$ cat src/rtl/da_dct4_engine.sv
// rtl/da_dct4_engine.sv - 4-point DCT engine, bit-serial distributed arithmetic, 4 tables in parallel
// Macro DA_DCT_ROUND_EN: round coefficients to integers instead of 2^-10 fixed point.
module da_dct4_engine #(
   parameter int DATA_W = 8,
   localparam int OUT_W = DATA_W + 15
) (
   input  logic                     clk,
   input  logic                     rst,
   input  logic                     in_valid,
   output logic                     in_ready,
   input  logic signed [DATA_W-1:0] x0,
   input  logic signed [DATA_W-1:0] x1,
   input  logic signed [DATA_W-1:0] x2,
   input  logic signed [DATA_W-1:0] x3,
   output logic                     out_valid,
   input  logic                     out_ready,
   output logic signed [OUT_W-1:0]  y0,
   output logic signed [OUT_W-1:0]  y1,
   output logic signed [OUT_W-1:0]  y2,
   output logic signed [OUT_W-1:0]  y3
);
   localparam int TAB_W = 15;
   localparam int CNT_W = (DATA_W > 1) ? $clog2(DATA_W) : 1;
   localparam logic [CNT_W-1:0] CNT_TOP = CNT_W'(DATA_W - 1);
`ifdef DA_DCT_ROUND_EN
   localparam logic signed [OUT_W-1:0] RND_HALF = OUT_W'(512);
`endif

   typedef enum logic [1:0] {S_IDLE, S_RUN, S_DONE} state_t;

   state_t                   r_state;
   state_t                   w_state_nxt;
   logic [CNT_W-1:0]         r_cnt;
   logic [DATA_W-1:0]        r_x       [4];
   logic signed [OUT_W-1:0]  r_acc     [4];
   logic signed [OUT_W-1:0]  r_y       [4];
   logic [3:0]               w_addr;
   logic                     w_first;
   logic signed [TAB_W-1:0]  w_tab     [4];
   logic signed [OUT_W-1:0]  w_tab_ext [4];
   logic signed [OUT_W-1:0]  w_acc_nxt [4];
   logic signed [OUT_W-1:0]  w_res     [4];

   // Rows k0 and k2 use 724 per term once two or more samples contribute.
   function automatic logic signed [TAB_W-1:0] f_tab(input int k, input logic [3:0] a);
      int n_set;
      int ca;
      int sum;
      int c [4];
      n_set = 0;
      for (int n = 0; n < 4; n++) n_set += int'(a[n]);
      ca = (n_set >= 2) ? 724 : 723;
      case (k)
         0:       c = '{ca, ca, ca, ca};
         1:       c = '{946, 391, -391, -946};
         2:       c = '{ca, -ca, -ca, ca};
         default: c = '{391, -946, 946, -391};
      endcase
      sum = 0;
      for (int n = 0; n < 4; n++) begin
         if (a[3-n]) sum += c[n];
      end
      return TAB_W'(sum);
   endfunction

   always_comb begin
      w_first = (r_cnt == CNT_TOP);
      w_addr  = {r_x[0][r_cnt], r_x[1][r_cnt], r_x[2][r_cnt], r_x[3][r_cnt]};
      for (int k = 0; k < 4; k++) begin
         w_tab[k]     = f_tab(k, w_addr);
         w_tab_ext[k] = {{DATA_W{w_tab[k][TAB_W-1]}}, w_tab[k]};
         // The sign bit slice carries weight -2^(DATA_W-1).
         w_acc_nxt[k] = w_first ? -w_tab_ext[k] : (r_acc[k] <<< 1) + w_tab_ext[k];
`ifdef DA_DCT_ROUND_EN
         w_res[k]     = (w_acc_nxt[k] + RND_HALF) >>> 10;
`else
         w_res[k]     = w_acc_nxt[k];
`endif
      end
   end

   always_ff @(posedge clk) begin
      if (rst) r_state <= S_IDLE;
      else     r_state <= w_state_nxt;
   end

   always_comb begin
      w_state_nxt = r_state;
      in_ready    = 1'b0;
      out_valid   = 1'b0;
      case (r_state)
         S_IDLE: begin
            in_ready = 1'b1;
            if (in_valid) w_state_nxt = S_RUN;
         end
         S_RUN: begin
            if (r_cnt == '0) w_state_nxt = S_DONE;
         end
         S_DONE: begin
            out_valid = 1'b1;
            if (out_ready) w_state_nxt = S_IDLE;
         end
         default: w_state_nxt = S_IDLE;
      endcase
   end

   always_ff @(posedge clk) begin
      if (rst) begin
         r_cnt <= '0;
         for (int k = 0; k < 4; k++) begin
            r_x[k]   <= '0;
            r_acc[k] <= '0;
            r_y[k]   <= '0;
         end
      end else begin
         case (r_state)
            S_IDLE: begin
               if (in_valid) begin
                  r_x[0] <= x0;
                  r_x[1] <= x1;
                  r_x[2] <= x2;
                  r_x[3] <= x3;
                  r_cnt  <= CNT_TOP;
               end
            end
            S_RUN: begin
               for (int k = 0; k < 4; k++) r_acc[k] <= w_acc_nxt[k];
               if (r_cnt == '0) begin
                  for (int k = 0; k < 4; k++) r_y[k] <= w_res[k];
               end else begin
                  r_cnt <= r_cnt - 1'b1;
               end
            end
            default: ;
         endcase
      end
   end

   assign y0 = r_y[0];
   assign y1 = r_y[1];
   assign y2 = r_y[2];
   assign y3 = r_y[3];
endmodule

$ cat config.mk
export PLATFORM = sky130hd
export DESIGN_NAME = da_dct4_engine
export DESIGN_NICKNAME = d
export VERILOG_FILES = /design/src/rtl/da_dct4_engine.sv
export SDC_FILE = /design/constraint.sdc
export NUM_CORES = 1
export LEC_CHECK = 0
export ABC_AREA = 1
export BUFFER_PORTS_ARGS = -buffer_cell sky130_fd_sc_hd__buf_2
export CAP_MARGIN = 20
export CORE_MARGIN = 4
export CORE_UTILIZATION = 45
export CTS_CLUSTER_SIZE = 40
export DETAILED_ROUTE_END_ITERATION = 8
export GPL_ROUTABILITY_DRIVEN = 0
export PLACE_DENSITY = 0.65
export SETUP_SLACK_MARGIN = 0.1
export SLEW_MARGIN = 20
export SYNTH_ARGS = -nofsm -noshare
export SYNTH_HDL_FRONTEND = slang
export SYNTH_SLANG_ARGS = --single-unit
$ cat constraint.sdc
create_clock -name clk -period 7.7 [get_ports clk]
set_input_delay 0.385 -clock clk [delete_from_list [all_inputs] [get_ports clk]]
set_output_delay 0.385 -clock clk [all_outputs]
set_load 0.01 [all_outputs]
; Word level (Yosys, flattened, before mapping)
; Memories as Yosys holds them, arrays and structs flattened.
; Cells that the tools add are included.
[word_totals]
register_bits = 5
ramBits = 216
inputBits = 36
word_cells = 118
memories = 3
[op_classes]
add_sub_neg = 25
n_lt_le_gt_ge = 2
n_eq_ne = 7
n_mux = 62
n_bitwise = 12
n_reduce_logical = 5
[mem_list]
columns = memory, depth, width, rd, rd_ports_with_merged_regs, wr, line
row1 = r_acc, 4, 23, 4, 0, 4, 35  ; logic signed [OUT_W-1:0] r_acc [4];
row2 = r_y, 4, 23, 4, 0, 4, 36  ; logic signed [OUT_W-1:0] r_y [4];
row3 = r_x, 4, 8, 4, 0, 4, 34  ; logic [DATA_W-1:0] r_x [4];
[ops]
columns = operator, n
row1 = 2-to-1 mux 23 bit, 12
row2 = 2-to-1 mux 15 bit, 12
row3 = adder 23 x 15 -> 23 bit, 4
row4 = negation 15 -> 23 bit, 4
row5 = adder 15 x 11 -> 15 bit, 3
row6 = 2-to-1 mux 8 bit, 4
row7 = adder 15 x 10 -> 15 bit (second input constant), 2
row8 = adder 15 x 11 -> 15 bit (second input constant), 2
row9 = 2-to-1 mux 10 bit, 2
row10 = 2-to-1 mux 1 bit, 19
row11 = adder 11 x 15 -> 15 bit, 1
row12 = adder 15 bit, 1
row13 = negation 10 -> 15 bit, 1
row14 = adder 10 x 11 -> 12 bit (second input constant), 1
row15 = binary-select mux 1 bit (select 3 bit), 4
row16 = OR 1 bit, 12
row17 = adder 10 x 10 -> 11 bit, 1
row18 = adder 10 x 9 -> 11 bit (second input constant), 1
row19 = 2-to-1 mux 3 bit, 3
row20 = 2-to-1 mux 9 bit, 1
row21 = != test 2 bit (second input constant), 4
row22 = 2-to-1 mux 2 bit, 3
row23 = case mux 2 bit (3 select lines), 1
row24 = case mux 3 bit (2 select lines), 1
row25 = other kinds (13), 14

; Depth between registers and ports, before layout
; Gate-level depths: netlist of run 1.
; An unclocked memory read counts as a cell.
[depth]
depth_word = 18
mapped_depth = 50

; Worst setup path before layout of run 1
; No wires, ideal clock.
[synth_path]
path_type = register to register
start = register r_cnt[0]
end = memory r_y[0][21] (netlist name) (data pin)
arrival_time_ns = 7.229
required_time_ns = 7.430
slack_ns = 0.201
stages_incl_launch_ff = 44
synth_period_minus_slack_ns = 7.499
cell_sequence = dfxtp_1 > buf_6 > inv_6 > buf_6 > o21ai_1 > nand3_2 > nand2_4 > inv_2 > buf_6 > buf_2 > fa_1 > inv_1 > o21ai_0 > inv_1 > ha_1 > o21ai_0 > inv_1 > ha_1 > (+8 left out) > nand2_1 > nand2_1 > nand2_1 > ha_1 > nand2_1 > nor3_1 > nand2_1 > o211ai_1 > nand2_1 > nand2_1 > a21oi_1 > o21ai_0 > nand3_1 > nor2_1 > nand2_1 > xnor2_1 > nand2_1 > a21oi_1
[synth_rtl]
columns = element, line
row1 = start: declaration, 33  ; logic [CNT_W-1:0] r_cnt;
row2 = start signal: assignment, 131  ; r_cnt <= r_cnt - 1'b1;
row3 = end: declaration, 36

==> metrics.cfg, run 1 <==
[global_routing]
grt_pass1_vias = 12520
grt_use_total_pct = 19.60
grt_pass1_wl_um = 62540
grt_max_degree = 62
antenna_found_initial = 0
grt_overflow = 0

[route]
dr.pass1.iters = 6
vias = 12990
ant_nets = 0
dr.first_iter.drc_count = 1029
avgViaCountPerCell = 5.247
wl_per_cell_um = 15.28
drcViolationCount = 0
drt_wl_total_um = 37820

[power]
vdd_drop_max_uv = 177.6
power.density_nw_per_um2 = 400.1
cellLeakagePower_nw = 8.082

[floorplan]
initial_utilization_pct = 45.88
ioPinCount = 130
die_y_um = 193.6
die_w_um = 193.6
core_sq_um = 33780
dieArea_sq_um = 37480
num_rows = 67

[cells_and_area]
postLayoutCellArea_sq_um = 17340
layout-drive-gt1-share_pct = 15.24
layout.nets = 2158
area_growth_pct = 11.87
n_fill_cell = 3232
final_cell_mix = nand2_1 (365), a21oi_1 (217), inv_1 (211)
final_common_cell = nand2_1
antenna_cells = 0

[worst_setup_path]
path_buf_inv = 5
critPathArrivalTime_ns = 7.13
worstSetupPathType = reg -> reg
path_common_cell = nand2_1
crit_family = adder cells
endpoint_kind = flop
worstSetupStartpointType = flop
cp_slowest_cell = fa_1
cpPeakStageDelay_ns = 0.56
path_max_fanout = 20
crit_required_ns = 7.93

[synthesis]
async_reset_ff_share_pct = 0
netlist_instances = 1895
syn_area_sq_um = 15500
synth.distinct_cells = 60
avgSynthCellArea_sq_um = 8.180
yosysSeqAreaShare_pct = 41.33
synth_seq_cells = 215
synth_nets = 2043
synth-edff-count = 210
synth_ff_type = edfxtp_1
synth-warning-count = 0

[placed_design]
hpwl_um = 27110
post_dp_cell_area_sq_um = 16540
port_buffers = 129

[clock_network]
cts_buffer_depth = 3
cts_tree = done
cts_inserted_buffers = 24
cts-resized-gates = 1
post_cts_buffers = 0
cts.sink_count = 215
clock_latency_ns = 0.53
cts-root-buf = clkbuf_16
h-tree-depth = 1
hold_buffers = 0
cts.clk_slew.worst_paths_ns = 0.06

[sta]
skew_ns = 0.01817
hold_viol = 0
fin_setup_tns_ns = 0
worstMarginPinSlew_ns = 0.8606
fmax_mhz = 144.9
rsz0062_at_grt = no
finalMaxSlewViolations = 0
setup_viol_count_final = 0
period_share_pct = 89.61
min_period_ns = 6.900
relSlewSlack_pct = 42.24

[min_path]
hold_class = in -> reg

[run]
max-cap-violations = 0

[status]
status = finished clean

[layer usage]
metal  GRT usage (%)  vias to the layer above  share of wire (%)
met4           4.222                        0                1.9
met1           27.14                     5989                 47
met3           2.644                       48                5.2
met5               0                        -                  0
li1                -                     6640                  -
met2           33.09                      314                 46
[Yosys cell counts, types with 3 or more instances]
cell type	n	area, sq um
a21o_1	5	37.54
a21oi_1	217	1086
a22oi_1	3	22.52
a31oi_1	12	75.07
and2_1	9	56.30
buf_1	7	26.28
buf_2	7	35.03
buf_4	5	37.54
buf_6	7	78.83
clkbuf_1	26	97.59
dfxtp_1	5	100.1
edfxtp_1	210	6306
fa_1	8	160.2
ha_1	104	1301
inv_1	213	799.5
inv_2	22	82.58
mux2i_1	4	40.04
nand2_1	368	1381
nand2_2	22	137.6
nand2_4	7	78.83
nand3_1	110	550.5
nand3_2	11	110.1
nand3_4	3	52.55
nand3b_1	4	30.03
nand4_1	14	87.58
nor2_1	210	788.3
nor2_2	12	75.07
nor2_4	3	33.78
nor3_1	10	50.05
nor4_1	5	31.28
o211ai_1	7	52.55
o21a_1	8	60.06
o21ai_0	96	480.5
o21ai_1	23	115.1
o21ai_2	13	113.9
o21bai_1	7	52.55
or2_2	15	93.84
xnor2_1	23	201.4
xor2_1	34	297.8
[worst paths after layout]
kind / start / to / slack [ns] / depth (start not counted)
hold / removal: rst / r_cnt[2] / 0.1 / 2
setup / recovery: r_cnt[0] / r_acc[0][21] / 0.80 / 39
setup reg to reg: r_cnt[0] / r_acc[0][21] / 0.80 / 39
hold reg to reg: r_state[0] / r_state[1] / 0.56 / 3
[final cells by class]
type	instances	area (sq um)	share of cell area [%]
Sequential cell	215	6411	36.97
Clock inverter	15	135.1	0.7793
Timing Repair Buffer	141	735.7	4.243
Clock buffer	29	640.6	3.694
Inverter	238	903.4	5.210
Tap cell	448	560.5	3.233
Multi-Input combinational cell	1390	7954	45.87
[registers in the layout, summed over array words and instances, names as in the netlist]
signal	cells
r_cnt	3
r_acc	87
r_state	2
r_y	91
r_x	32
[through the flow]
step                power (mW)  util [%]  std cells  hold WS [ns]  setup slack [ns]
floorplan                4.907         -       1895        0.4541            0.2011
global placement         5.663     48.96       2432        0.5457            0.4216
detailed placement       5.755     48.96       2432        0.5486           0.08662
CTS                      6.937     51.26       2476       0.06839            0.2553
global route             7.633     51.33       2476        0.1003            0.1021
finish                   6.938     51.33       2476       0.09595            0.8001
[kinds of logic (layout without fill, tap and decap cells)]
family	Yosys count	count (layout)	synth area share, %
AOI/OAI and AO/OA	404	404	14.34
xor gates and xnor gates	60	60	3.608
adders and majority gates	112	112	9.428
buffers and inverters	290	423	7.604
DFF	215	215	41.33
muxes	4	4	0.2583
and+or+nand+nor	810	810	23.44
[report_power, final]
| group | switching [mW] | leakage, nW | internal (mW) |
|---|---|---|---|
| combinational | 2.78 | 5.45 | 1.48 |
| clock | 0.477 | 0.373 | 0.661 |
| sequential | 0.0643 | 2.26 | 1.48 |
Power figures use the tool's default switching activity.
==> inputs of run 2 (changes only) <==
Settings changed: PLACE_DENSITY 0.65 to 0.64.
==> run 2 against run 1 <==
- via count grew 0.80%
- count of clock-buffer cells in the layout shrank 4
- die area is the same
- final area grew 0.22%
- core utilization grew 0.11 points
- clock skew shrank 0.0041 ns
- critical path type unchanged
- clock power grew 4%
- final cell count is the same
- maximum frequency grew 1.3%
- flip-flop and latch count is the same
==> metrics.cfg, run 2 (same netlist as run 1, synthesis figures left out) <==
[status]
status = finished clean

[power]
vdd_drop_max_uv = 198.5  ; +12%
p_seq_share_pct = 22.0  ; -0.2 points
power.density_nw_per_um2 = 402.8  ; +0.68%
swShare_pct = 47.79  ; -0.081 points
p_sw_mw = 3.346  ; +0.73%
combPwrFrac_pct = 61.0  ; -0.4 points
cellLeakagePower_nw = 8.106  ; +0.30%
finalPower_mw = 7.000  ; +0.91%
clkPwrFrac_pct = 17.0  ; +0.6 points
p_int_mw = 3.655  ; +1.1%

[clock_network]
cts-root-buf = clkbuf_16
cts_buffer_depth = 3  ; unchanged
cts.sink_count = 215  ; unchanged
clock_latency_ns = 0.53  ; about the same
h-tree-depth = 1  ; unchanged
cts.clk_slew.worst_paths_ns = 0.07  ; about the same
cts_inserted_buffers = 25  ; +4.2%
hold_buffers = 0  ; unchanged
cts_tree = done

[sta]
worstMarginPinSlew_ns = 0.8819  ; +0.02128 ns
relSlewSlack_pct = 40.81  ; -1.4 points
skew_ns = 0.01409  ; -0.004081 ns
min_period_ns = 6.814  ; -0.08569 ns
period_share_pct = 88.50  ; -1.1 points
rsz0062_at_grt = no
hold_viol = 0  ; unchanged
finalMaxSlewViolations = 0  ; unchanged
fin_setup_tns_ns = 0  ; unchanged
setup_viol_count_final = 0  ; unchanged
fmax_mhz = 146.8  ; +1.3%

[worst_setup_path]
critPathArrivalTime_ns = 7.05  ; -0.08 ns
endpoint_kind = flop
path_common_cell = nand2_1
crit_required_ns = 7.94  ; about the same
worstSetupStartpointType = flop
path_max_fanout = 20  ; unchanged
worstSetupPathType = reg -> reg
cp_slowest_cell = fa_1
cpPeakStageDelay_ns = 0.52  ; -0.04 ns
reg2regPathDepth = 40  ; +2.6%

[floorplan]
die_y_um = 193.6  ; unchanged
dieArea_sq_um = 37480  ; unchanged
core_sq_um = 33780  ; unchanged
num_rows = 67  ; unchanged
die_w_um = 193.6  ; unchanged
ioPinCount = 130  ; unchanged
initial_utilization_pct = 45.88  ; unchanged

[route]
wl_per_cell_um = 15.34  ; +0.44%
avgViaCountPerCell = 5.289  ; +0.80%
drcViolationCount = 0  ; unchanged
drt_wl_total_um = 37990  ; +0.44%
ant_nets = 0  ; unchanged
vias = 13100  ; +0.80%
dr.pass1.iters = 6  ; unchanged
dr.first_iter.drc_count = 998  ; -3.0%

[cells_and_area]
layout-drive-gt1-share_pct = 15.43  ; +0.20 points
layout.nets = 2160  ; +0.093%
area_growth_pct = 12.12
final_cell_mix = nand2_1 (365), a21oi_1 (217), inv_1 (211)
final_common_cell = nand2_1
reg.largest.list = r_y x91, r_acc x87, r_x x32
largest_reg_flops = 91  ; unchanged
largest-register = r_y
antenna_cells = 0  ; unchanged

[min_path]
hold_class = in -> reg
min_path_cells = 2  ; unchanged

[placed_design]
hpwl_um = 27300  ; +0.68%
port_buffers = 129  ; unchanged

[global_routing]
grt_pass1_wl_um = 63180  ; +1.0%
grt_overflow = 0  ; unchanged
antenna_found_initial = 0  ; unchanged
grt_use_total_pct = 19.77  ; +0.17 points
grt_max_degree = 60  ; -3.2%
grt_pass1_vias = 12810  ; +2.4%

[run]
max-cap-violations = 0  ; unchanged

-- run 2: worst paths after layout --
path | endpoint | slack [ns] | startpoint
hold reg to reg | r_state[1] | 0.57 | r_state[0]
setup reg to reg | r_acc[0][21] | 0.89 | r_cnt[0]
setup / recovery | r_acc[0][21] | 0.89 | r_cnt[0]
hold / removal | r_state[0] | 0.10 | rst
-- run 2: final cells by class --
| class | count | area (sq um) |
|---|---|---|
| timing repair buffer | 142 | 743.2 |
| tap | 448 | 560.5 |
| sequential | 215 | 6412 |
| fill | 3262 | 16400 |
| multi-input combinational | 1390 | 7943 |
| inverter | 238 | 904.6 |
| clock inverter | 18 | 190.2 |
| clock buffer | 25 | 625.6 |
-- run 2: per-layer routing --
layer | GRT usage, % | share of wire (%) | up-vias
li1 | - | - | 6650
met1 | 26.67 | 46 | 6068
met2 | 33.59 | 47 | 315
met3 | 2.835 | 4.9 | 62
met4 | 5.219 | 2.2 | 0
met5 | 0 | 0 | -
-- run 2: through the flow --
step | utilization, % | worst slack (ns) | hold slack, ns | cells | instance area (sq um)
final | 51.44 | 0.8858 | 0.1001 | 2476 | 17380
after global routing | 51.44 | 0.1379 | 0.08864 | 2476 | 17380
after CTS | 51.40 | 0.2765 | 0.07940 | 2476 | 17360
after detailed placement | 48.98 | 0.3090 | 0.5605 | 2433 | 16550
after global placement | 48.98 | 0.5767 | 0.5449 | 2433 | 16550
after floorplan | - | 0.2011 | 0.4541 | 1895 | 15500
-- run 2: repair_timing --
action	4_1_cts	5_1_grt
resized for setup	0	9
setup buffers	0	0
setup endpoints to repair	0	31
endpoints found under the hold margin	0	0
-- run 2: critical path: cells and delay by family, from the launching register on --
kind / cells / cell delay [ns]
AOI/OAI and AO/OA: 9 / 1.35
xor gates and xnor gates: 1 / 0.13
adders and majority gates: 6 / 2.14
buffers and inverters: 5 / 0.49
DFF: 1 / 0.41
and+or+nand+nor: 19 / 2.01
-- run 2: power by group through the flow --
stage	clock network [mW]	logic [mW]	registers (mW)
global route	1.27	4.87	1.56
global placement	0	4.11	1.56
floorplan	0	3.33	1.57
finish	1.19	4.27	1.54
CTS	1.22	4.24	1.54
detailed placement	0	4.21	1.57
==> inputs of run 3 (changes only) <==
Settings changed: REMOVE_ABC_BUFFERS set to 1.
==> run 3 against run 2 <==
- combinational power is essentially flat
- largest cell class unchanged
- first-iteration DRC count shrank 23%
- final area grew 0.26%
- critical endpoint is now r_y[0][20]
- final cell count is essentially flat
- flip-flop and latch count is the same
- non-clock buffer count is the same
- setup slack lost 0.091 ns
- die area is the same
- clock power grew 5%
- hold slack gained 0.016 ns
- sequential share of layout area shrank 0.095 points
==> metrics.cfg, run 3 (same netlist as run 1, synthesis figures left out) <==
[clock_network]
cts_inserted_buffers = 25  ; unchanged
cts_tree = done
cts-resized-gates = 0  ; unchanged
cts.clk_slew.worst_paths_ns = 0.06  ; about the same
cts_buffer_depth = 3  ; unchanged
cts-root-buf = clkbuf_16
hold_buffers = 0  ; unchanged
clock_latency_ns = 0.54  ; about the same
h-tree-depth = 1  ; unchanged
cts.sink_count = 215  ; unchanged
post_cts_buffers = 0  ; unchanged

[route]
avgViaCountPerCell = 5.281  ; -0.14%
drt_wl_total_um = 37820  ; -0.44%
wl_per_cell_um = 15.26  ; -0.52%
wl_met1_um = 17640  ; +0.32%
top_layer = met4
vias = 13090  ; -0.061%
drcViolationCount = 0  ; unchanged
met3_length_um = 1792  ; -3.7%
ant_nets = 0  ; unchanged
met2_length_um = 17380  ; -1.8%
dr.first_iter.drc_count = 769  ; -23%
dr.pass1.iters = 6  ; unchanged

[placed_design]
hpwl_um = 27150  ; -0.54%
post_dp_cell_area_sq_um = 16550  ; about the same
port_buffers = 129  ; unchanged

[worst_setup_path]
worstSetupPathType = reg -> reg
cp_slowest_cell = fa_1
cpPeakStageDelay_ns = 0.51  ; about the same
crit_required_ns = 7.95  ; about the same
path_common_cell = nand2_1
regToRegSetupSlack_ns = 0.80  ; -0.09 ns
path_max_fanout = 20  ; unchanged
r2r-end = r_y[0][20]
reg2regPathDepth = 39  ; -2.5%
reg2reg_from = r_cnt[0]
worstSetupStartpointType = flop
endpoint_kind = flop
critPathArrivalTime_ns = 7.15  ; +0.10 ns

[min_path]
hold_class = in -> reg
hp-start = out_ready
min_path_cells = 4  ; +2
hold_end = r_state[1]

[cells_and_area]
regArea_sq_um = 6412  ; unchanged
final_common_cell = nand2_1
area_growth_pct = 12.41
multi_input_area_sq_um = 7945  ; about the same
largest_reg_flops = 91  ; unchanged
antenna_cells = 0  ; unchanged
postLayoutCellArea_sq_um = 17420  ; +0.26%
n_fill_cell = 3168  ; -2.9%
layout-drive-gt1-share_pct = 15.42  ; about the same
reg.largest.list = r_y x91, r_acc x87, r_x x32
largest-register = r_y
final_cell_mix = nand2_1 (364), a21oi_1 (217), inv_1 (212)
layout.nets = 2160  ; unchanged

[power]
power.density_nw_per_um2 = 405.5  ; +0.68%
cellLeakagePower_nw = 8.129  ; +0.28%
vdd_drop_max_uv = 168.5  ; -15%

[sta]
min_period_ns = 6.905  ; +0.09078 ns
hold_viol = 0  ; unchanged
rsz0062_at_grt = no
skew_ns = 0.01661  ; +0.002522 ns
fmax_mhz = 144.8  ; -1.3%
hold_slack_ns = 0.1157  ; +0.01551 ns
worstMarginPinSlew_ns = 0.9660  ; +0.08410 ns
relSlewSlack_pct = 35.60  ; -5.2 points
setup_viol_count_final = 0  ; unchanged
finalMaxSlewViolations = 0  ; unchanged
period_share_pct = 89.67  ; +1.2 points

[floorplan]
dieArea_sq_um = 37480  ; unchanged
die_w_um = 193.6  ; unchanged
core_sq_um = 33780  ; unchanged
num_rows = 67  ; unchanged
initial_utilization_pct = 45.88  ; unchanged
ioPinCount = 130  ; unchanged
die_y_um = 193.6  ; unchanged

[global_routing]
grt_pass1_vias = 12760  ; -0.43%
grt_overflow = 0  ; unchanged
grt_use_total_pct = 19.57  ; -0.20 points
grt_pass1_wl_um = 62490  ; -1.1%
antenna_found_initial = 0  ; unchanged
grt_max_degree = 80  ; +33%

[run]
max-cap-violations = 0  ; unchanged

[status]
status = finished clean

[run 3: changes by cell type in the layout (fill, tap and decap cells not counted), sizes merged]
cell | previous run | this run
inv | 240 | 237
bufinv | 3 | 4
clkbuf | 25 | 35
clkinv | 11 | 5
[run 3: routing by layer]
layer / up-vias / track usage (%)
li1: 6635 / -
met1: 6065 / 26.83
met2: 320 / 32.49
met3: 67 / 2.400
met4: 0 / 6.294
met5: - / 0
[run 3: final cells by class]
| type | instances | area share (%) |
|---|---|---|
| clock inverter | 10 | 0.8904 |
| inverter | 238 | 5.192 |
| sequential | 215 | 36.80 |
| tap | 448 | 3.217 |
| timing repair buffer | 142 | 4.265 |
| clock buffer | 35 | 4.036 |
| multi-input combinational | 1390 | 45.60 |
[run 3: how the worst max path moves through the flow]
stage	startpoint	end	slack [ns]	cells past startpoint
after floorplan	r_cnt[0]	r_acc[0][21]	-0.16	39
after global placement	r_cnt[0]	r_y[0][21]	0.45	39
after detailed placement	r_cnt[0]	r_y[0][21]	0.24	39
after CTS	r_cnt[0]	r_y[0][21]	0.24	39
after global routing	r_cnt[0]	r_acc[2][19]	0.11	35
final	r_cnt[0]	r_y[0][20]	0.80	39
[run 3: stage by stage]
step / setup TNS, ns / setup slack (ns) / instances / util (%) / power [mW]
floorplan: -0.5412 / -0.1593 / 1843 / - / 4.872
finish: 0 / 0.7951 / 2478 / 51.58 / 7.066
global placement: 0 / 0.4484 / 2433 / 48.98 / 5.704
detailed placement: 0 / 0.2437 / 2433 / 48.99 / 5.790
CTS: 0 / 0.2449 / 2478 / 51.53 / 7.081
global route: 0 / 0.1073 / 2478 / 51.58 / 7.755
[run 3: worst max-delay path: cells and delay by family (launching register included)]
family | cells | cell delay, ns
flip-flops | 1 | 0.41
buffers and inverters | 7 | 0.66
AO/OA/AOI/OAI | 8 | 1.56
AND/OR/NAND/NOR | 18 | 1.83
adder cells (fa/ha/maj) | 6 | 2.15
[run 3: power by group]
part           internal [mW]  switching, mW  total [mW]
Sequential              1.48         0.0644        1.54
Combinational           1.49           2.79        4.28
Clock                  0.768          0.481        1.25
Total                   3.73           3.34        7.07
